[config.mk]
export PLATFORM = sky130hd
export DESIGN_NAME = m_cache_fill
export DESIGN_NICKNAME = d
export VERILOG_FILES = /design/src/rtl/m_cache_fill_pkg.sv /design/src/rtl/m_fill_assembler.sv /design/src/rtl/m_cache_fill.sv
export SDC_FILE = /design/constraint.sdc
export NUM_CORES = 1
export LEC_CHECK = 0
export CAP_MARGIN = 20
export CORE_MARGIN = 2
export CORE_UTILIZATION = 35
export DETAILED_ROUTE_END_ITERATION = 6
export SLEW_MARGIN = 20
export SYNTH_ARGS = -nofsm -noshare
export SYNTH_HDL_FRONTEND = slang
export SYNTH_HIERARCHICAL = 1
export SYNTH_SLANG_ARGS = --single-unit
[constraint.sdc]
create_clock -name i_clk -period 5.4 [get_ports i_clk]
set_clock_uncertainty 0.2 [all_clocks]
set_input_delay 1.08 -clock i_clk [delete_from_list [all_inputs] [get_ports i_clk]]
set_output_delay 1.08 -clock i_clk [all_outputs]
set_load 0.05 [all_outputs]
[src/rtl/m_cache_fill_pkg.sv]
`default_nettype none
// ============================================================================
// Module  : m_cache_fill_pkg
// Brief   : Shared types and constants for the cache miss/refill controller.
// Revision: 1.0 - initial release
// ============================================================================
package m_cache_fill_pkg;

    localparam int c_EADDR_WIDTH = 32;
    localparam int c_LINE_WORDS  = 4;
    localparam int c_WORD_W      = 32;
    localparam int c_LINE_W      = c_LINE_WORDS * c_WORD_W;

    typedef logic [c_EADDR_WIDTH-1:0] eaddr_t;

    typedef enum logic [1:0] {
        FILL_IDLE    = 2'd0,
        FILL_FETCH   = 2'd1,
        FILL_INSTALL = 2'd2
    } fill_state_e;

    // Word address inside a line-aligned base; never carries into the tag bits.
    function automatic eaddr_t f_word_addr(input eaddr_t base, input logic [1:0] idx);
        return base | eaddr_t'({idx, 2'b00});
    endfunction

endpackage
`default_nettype wire

[src/rtl/m_fill_assembler.sv]
`default_nettype none
// ============================================================================
// Module  : m_fill_assembler
// Brief   : 4x32 response slot store with write pointer; presents the line in
//           address order, undoing the rotation of a wrapped fetch.
// Revision: 1.0 - initial release
// ============================================================================
module m_fill_assembler
    import m_cache_fill_pkg::*;
(
    input  logic                  clk,
    input  logic                  rst,
    input  logic                  i_clear,
    input  logic                  i_wr_en,
    input  logic [c_WORD_W-1:0]   i_wr_data,
    input  logic [1:0]            i_rot,
    output logic [c_LINE_W-1:0]   o_line
);

    logic [c_WORD_W-1:0] r_slot [c_LINE_WORDS];
    logic [1:0]          r_wptr;

    always_ff @(posedge clk) begin
        if (rst || i_clear) begin
            for (int i = 0; i < c_LINE_WORDS; i++) begin
                r_slot[i] <= '0;
            end
            r_wptr <= 2'd0;
        end else if (i_wr_en) begin
            r_slot[r_wptr] <= i_wr_data;
            r_wptr         <= r_wptr + 2'd1;
        end
    end

    // Slot i holds word (rot+i) mod 4, so word g lives in slot (g-rot) mod 4.
    for (genvar g = 0; g < c_LINE_WORDS; g++) begin : g_line
        logic [1:0] w_sidx;
        assign w_sidx = 2'(g) - i_rot;
        assign o_line[g*c_WORD_W +: c_WORD_W] = r_slot[w_sidx];
    end

endmodule
`default_nettype wire

[src/rtl/m_cache_fill.sv]
`default_nettype none
// ============================================================================
// Module  : m_cache_fill
// Brief   : Load-miss refill controller: fetches a 4-word line over a 32-bit
//           in-order memory port and drives one cache install cycle.
//           Option macro CACHE_FILL_CRITICAL_WORD_EN: critical-word-first fetch
//           with early release of the missed load.
// Revision: 1.0 - initial release
// ============================================================================
module m_cache_fill
    import m_cache_fill_pkg::*;
#(
    parameter int MAX_OUTST = 4
) (
    input  logic                  i_clk,
    input  logic                  i_rst,
    input  logic                  i_rd_valid,
    input  logic [c_EADDR_WIDTH-1:0] i_rd_addr,
    input  logic                  i_hit,
    output logic                  o_stall,
    output logic [c_EADDR_WIDTH-1:0] o_waddr,
    output logic                  o_bwe,
    output logic [c_LINE_W-1:0]   o_bdata,
    output logic                  o_mem_req,
    output logic [c_EADDR_WIDTH-1:0] o_mem_addr,
    input  logic                  i_mem_ack,
    input  logic                  i_mem_rvalid,
    input  logic [c_WORD_W-1:0]   i_mem_rdata,
    output logic [c_WORD_W-1:0]   o_fill_word
);

    fill_state_e          r_state;
    fill_state_e          w_state_nxt;
    eaddr_t               r_base;
    logic [1:0]           r_idx;
    logic [2:0]           r_iss;
    logic [2:0]           r_rcv;

    logic                 w_miss;
    logic                 w_start;
    logic                 w_req;
    logic                 w_rsp;
    logic                 w_last;
    logic                 w_busy_stall;
    logic [2:0]           w_outst;
    logic [1:0]           w_rot;
    logic [1:0]           w_ridx;
    eaddr_t               w_start_addr;
    logic [c_LINE_W-1:0]  w_line;
    logic [c_WORD_W-1:0]  w_line_word;

    assign w_miss      = i_rd_valid & ~i_hit;
    assign w_outst     = r_iss - r_rcv;
    assign w_req       = (r_state == FILL_FETCH) && (r_iss < 3'(c_LINE_WORDS))
                         && (w_outst < 3'(MAX_OUTST));
    assign w_rsp       = (r_state == FILL_FETCH) && i_mem_rvalid && (r_rcv < 3'(c_LINE_WORDS));
    assign w_last      = w_rsp && (r_rcv == 3'(c_LINE_WORDS - 1));
    assign w_ridx      = r_iss[1:0] + w_rot;
    assign w_line_word = w_line[{r_idx, 5'd0} +: c_WORD_W];

    assign o_mem_req   = w_req;
    assign o_mem_addr  = f_word_addr(r_base, w_ridx);
    assign o_waddr     = r_base;
    assign o_bdata     = w_line;

`ifdef CACHE_FILL_CRITICAL_WORD_EN
    logic   r_early;
    logic   r_pend;
    eaddr_t r_paddr;
    logic   w_first_rsp;
    logic   w_released;
    logic   w_hold;

    assign w_first_rsp  = w_rsp && (r_rcv == 3'd0);
    assign w_released   = (r_state != FILL_IDLE) && (r_early || w_first_rsp);
    // A miss seen after the early release waits in r_pend until the fill ends.
    assign w_hold       = r_pend || (w_released && w_miss);
    assign w_start      = (r_state == FILL_IDLE) && (r_pend || w_miss);
    assign w_start_addr = r_pend ? r_paddr : i_rd_addr;
    assign w_rot        = r_idx;
    assign o_stall      = ~i_rst & ((w_busy_stall & ~w_released) | w_hold);
    assign o_fill_word  = w_first_rsp ? i_mem_rdata : w_line_word;

    always_ff @(posedge i_clk) begin
        if (i_rst) begin
            r_early <= 1'b0;
            r_pend  <= 1'b0;
            r_paddr <= '0;
        end else begin
            if (r_state == FILL_INSTALL) begin
                r_early <= 1'b0;
            end else if (w_first_rsp) begin
                r_early <= 1'b1;
            end
            if (r_state == FILL_IDLE) begin
                r_pend <= 1'b0;
            end else if (w_released && w_miss && !r_pend) begin
                r_pend  <= 1'b1;
                r_paddr <= i_rd_addr;
            end
        end
    end
`else
    assign w_start      = (r_state == FILL_IDLE) && w_miss;
    assign w_start_addr = i_rd_addr;
    assign w_rot        = 2'd0;
    assign o_stall      = ~i_rst & w_busy_stall;
    assign o_fill_word  = w_line_word;
`endif

    always_comb begin
        w_state_nxt  = r_state;
        w_busy_stall = 1'b0;
        o_bwe        = 1'b0;
        case (r_state)
            FILL_IDLE: begin
                if (w_start) begin
                    w_busy_stall = 1'b1;
                    w_state_nxt  = FILL_FETCH;
                end
            end
            FILL_FETCH: begin
                w_busy_stall = 1'b1;
                if (w_last) begin
                    w_state_nxt = FILL_INSTALL;
                end
            end
            FILL_INSTALL: begin
                w_busy_stall = 1'b1;
                o_bwe        = 1'b1;
                w_state_nxt  = FILL_IDLE;
            end
            default: begin
                w_state_nxt = FILL_IDLE;
            end
        endcase
    end

    always_ff @(posedge i_clk) begin
        if (i_rst) begin
            r_state <= FILL_IDLE;
            r_base  <= '0;
            r_idx   <= 2'd0;
            r_iss   <= 3'd0;
            r_rcv   <= 3'd0;
        end else begin
            r_state <= w_state_nxt;
            if (w_start) begin
                r_base <= w_start_addr & ~eaddr_t'(4'hF);
                r_idx  <= w_start_addr[3:2];
                r_iss  <= 3'd0;
                r_rcv  <= 3'd0;
            end else begin
                if (w_req && i_mem_ack) begin
                    r_iss <= r_iss + 3'd1;
                end
                if (w_rsp) begin
                    r_rcv <= r_rcv + 3'd1;
                end
            end
        end
    end

    m_fill_assembler u_asm (
        .clk       (i_clk),
        .rst       (i_rst),
        .i_clear   (w_start),
        .i_wr_en   (w_rsp),
        .i_wr_data (i_mem_rdata),
        .i_rot     (w_rot),
        .o_line    (w_line)
    );

endmodule
`default_nettype wire

---- Word level (Yosys, flattened, before mapping) ----
Memories as Yosys holds them, arrays and structs flattened.
Index checks and enable logic that the tools add are counted.
cells by class
  add/sub/neg operators ................... 4
  magnitude comparators ................... 3
  equal/unequal tests ..................... 5
  shifts and indexed selects .............. 1
  muxes and demuxes ....................... 14
  bitwise operators ....................... 5
  reduce and logical (&&, ||, !) cells .... 13
operators by type and width
  cell                   count
  $shiftx A128 B8 Y32    1
  $mux W32               1
  $or A32 B4 Y32         1
  $reduce_or A32 Y1      1
  $lt A3 B3 Y1 const B   3
  $mux W1                8
  $logic_and A1 B1 Y1    7
  $add A3 B1 Y3 const B  2
  $mux W2                3
  $pmux W2 S2            1
  $reduce_or A2 Y1       2
  $eq A3 B2 Y1 const B   1
  $sub A3 B3 Y3          1
  $add A2 B1 Y2 const B  1
  $and A1 B1 Y1          2
  $eq A2 B1 Y1 const B   1
  $eq A2 B2 Y1 const B   1
  $logic_not A2 Y1       1
  $ne A2 B1 Y1 const B   1
  $ne A2 B2 Y1 const B   1
  $not A1 Y1             2
  $pmux W1 S2            1
  $reduce_and A2 Y1      1
  $logic_or A1 B1 Y1     1
storage, ports and cells
  bits in registers ....................... 40
  bits in writable memories ............... 128
  bits of input ports ..................... 70
  output and inout bits ................... 227
  word-level logic and storage cells ...... 52
  memories ................................ 1
memories
  memory        words  width  read ports  clocked after memory_dff  write ports  RTL line                source
  u_asm.r_slot  4      32     4           0                         4            m_fill_assembler.sv:20  logic [c_WORD_W-1:0] r_slot [c_LINE_WORDS];

---- Logic depth before layout (Yosys ltp) ----
  depth after elaboration ................. 8
  depth in mapped cells ................... 10

---- By module ----
The synthesis kept the hierarchy.
by module, submodules not included
  module            times used  cells an instance  area each (um^2)  seq. area each (um^2)
  m_fill_assembler  1           483                7840.0            3883.7
  m_cache_fill      1           268                2662.6            760.7

---- Worst setup path after synthesis ----
No wires, ideal clock.
  path kind ............................... input -> register
  start ................................... input i_mem_rvalid
  end ..................................... memory u_asm.r_slot[2][0] (enable)
  setup time .............................. 466 ps
  arrival time ............................ 3819 ps
  setup slack ............................. 915 ps
  stages on the path ...................... 5
  path buffers ............................ 1
  path through ............................ nand2_1 nor2_4 buf_2 nand2_1 o21ai_0
RTL lines
  what                RTL line                source
  start: declaration  m_cache_fill.sv:27      input logic i_mem_rvalid,
  end: declaration    m_fill_assembler.sv:20

---- Final worst setup path ----
  start ................................... register r_idx[0]
  end ..................................... output o_fill_word[27]
between the ends
  word-level cells in the longest chain between the ends .. 1
RTL lines
  what                      RTL line             source
  start: declaration        m_cache_fill.sv:35   logic [1:0] r_idx;
  start signal: assignment  m_cache_fill.sv:150  r_idx <= w_start_addr[3:2];
  $shiftx A128 B8 Y32       m_cache_fill.sv:59   assign w_line_word = w_line[{r_idx, 5'd0} +: c_WORD_W];
  end: declaration          m_cache_fill.sv:29   output logic [c_WORD_W-1:0] o_fill_word
No other way between the ends.

==> impl_metrics.ini <==
[run_status]
status = finished clean

[synthesis]
synth-xor-area-share_pct = 0.250
yosys-top-cells-count = mux4_2, edfxtp_1, nor2_1
yosys_warnings = 6
synthDistinctLibCells = 38
synth-simple-area-share_pct = 10.9
yosysTopAreaCell = edfxtp_1
synth_top_area_share_pct = 36.6
synth_top_family_by_area = multiplexers
synth_edf_count = 128
syn_area_um2 = 10500
muxShareOfSynthArea_pct = 34.9
async_flop_share_pct = 0
synthAdderAreaFrac_pct = 1.07
avgSynthCellArea_um2 = 14.0
yosys_most_used_dff = edfxtp_1
synth-compound-area-share_pct = 2.04
yosysMostFrequentCell = mux4_2
yosys-top-cells-area = edfxtp_1, mux4_2, dfxtp_1
yosys_register_bits = 168
yosysSeqAreaShare_pct = 44.2
synth_cells = 751

[layout]
fin_nets = 1055
area_growth_pct = 33.0
drive_gt1_share_pct = 22.9
fill_cells = 2629
final_cells = 1380
final-seq-area_um2 = 4650
final_core_util_pct = 47.2
multi_input_area_um2 = 5240

[floorplanning]
io_pins = 297
coreArea_um2 = 29600
fp.dieH_um = 177
placement_rows = 63
dieArea_um2 = 31400
die_w_um = 177
initial_utilization_pct = 35.5

[clocking]
clkTransAtPathRegs_ps = 70
cts_setup_buffers = 0
cts_buffers = 17
post_cts_resized = 0
hold_buffers = 0
cts_root_buf = clkbuf_16
clock_path_buffers = 2
cts_tree = done
htreeDepth = 4
clk_latency_ps = 420
clock_sinks = 168

[sta]
relSlewSlack_pct = 31.7
finalHoldViolations = 0
worst_pin_slew_ps = 1030
period_needed_ps = 4120
final.setup.tns_ps = 0
drv_slew = 0
post-route-period-util_pct = 76.3
grt_setup_unrepaired = no
setup_viol = 0
finalHoldWorstSlack_ps = 270
fmax_mhz = 243

[grt]
grt_pass1_vias = 7220
grt_antenna_before_repair = 2
overflow = 0
busiest_layer = met2
gr-usage-all-layers_pct = 18.0
grt_first_pass_wirelength_um = 42400
grt_max_degree = 119
grt_use_met1_pct = 24.2
met3_usage_pct = 3.50
grtUsageMet2_pct = 29.7

[power]
fin_total_pwr_mw = 4.14
vdd_drop_max_v = 0.000215
power.density_nw_per_um2 = 296
p_leak_nw = 4.68

[job]
max_cap_violations = 0

[place]
gp_congestion = 0.723
port_buffers = 288
dpl.cell_count = 1345
hpwl_um = 18800

[drt]
drt_iter0_drc = 470
wl_per_cell_um = 20.6
firstDrtPassIters = 5
drc = 0
drt_wl_total_um = 28400
antenna_left = 0
routed_via_density = 5.35
vias = 7379

[critical_path]
crit_type = reg2out
cp_data_required_time_ps = 4120
cp-start-kind = flop
crit_path_end_kind = output port
crit_fanout = 15
cp_data_arrival_time_ps = 2840

[worst_hold_path]
worstHoldPathType = reg2reg
==> routing by layer <==
metal | vias up | wire length, um
met3 | 22 | 1520
met5 | - | 13
met4 | 2 | 488
met2 | 224 | 14500
met1 | 3827 | 11900
li1 | 3304 | -
==> sequential cells by signal (all words and copies together), names as in the netlist <==
register and cells:
u_asm/r_slot 128, r_iss 3, r_idx 2, r_state 2
r_rcv 3, o_waddr 28, u_asm/r_wptr 2
==> critical path: stages, from the launching register on <==
cell	delay [ps]
dfxtp_2	780
buf_4	380
mux4_2	530
clkdlybuf4s50_1	710
==> cell usage in the layout, fill, tap and decap left out, drive strengths merged, types with 3 or more instances in the layout <==
| cell type | instances |
|---|---|
| edfxtp | 128 |
| nand2 | 67 |
| dfxtp | 40 |
| nor3 | 5 |
| nand2b | 37 |
| mux2i | 5 |
| nor2 | 136 |
| mux4 | 160 |
| clkdlybuf4s50 | 286 |
| clkinv | 3 |
| ha | 9 |
| inv | 16 |
| a21oi | 33 |
| buf | 14 |
| clkbuf | 17 |
| xnor2 | 3 |
| conb | 10 |
| o21ai | 3 |
==> kinds of logic after synthesis <==
family,count (synthesis)
AOI/OAI and AO/OA,40
xor gates and xnor gates,3
adders and majority gates,9
buffers and inverters,108
DFF,168
muxes,165
other,1
and+or+nand+nor,257
==> final cells by class <==
type / instances / share of cell area (%)
antenna: 1 / 0.0179
timing repair buffer: 300 / 21.6
sequential: 168 / 33.3
clock inverter: 15 / 0.923
multi-input combinational: 484 / 37.6
inverter: 5 / 0.134
clock buffer: 17 / 3.05
tap: 390 / 3.49
==> through the flow <==
| step | area, um^2 | worst slack, ps |
|---|---|---|
| detailed placement | 13400 | 1530 |
| floorplan | 10500 | 915 |
| finish | 14000 | 1280 |
| CTS | 13900 | 1190 |
| global route | 14000 | 1110 |
| global placement | 13400 | 1570 |
==> where the power goes <==
group	internal [mW]	switching [mW]	leakage, nW
sequential	1.47	0.0793	1.69
combinational	0.539	0.880	2.72
clock	0.610	0.560	0.275
==> path summary, 6_finish.rpt <==
check	startpoint	to	slack [ps]	cells past startpoint
max reg2reg	r_state[1]	u_asm/r_slot[0][14]	2490	7
min reg2reg	o_waddr[10]	o_waddr[10]	270	2
max	r_idx[0]	o_fill_word[27]	1280	3
min	o_waddr[10]	o_waddr[10]	270	2
Power figures use the tool's default switching activity.
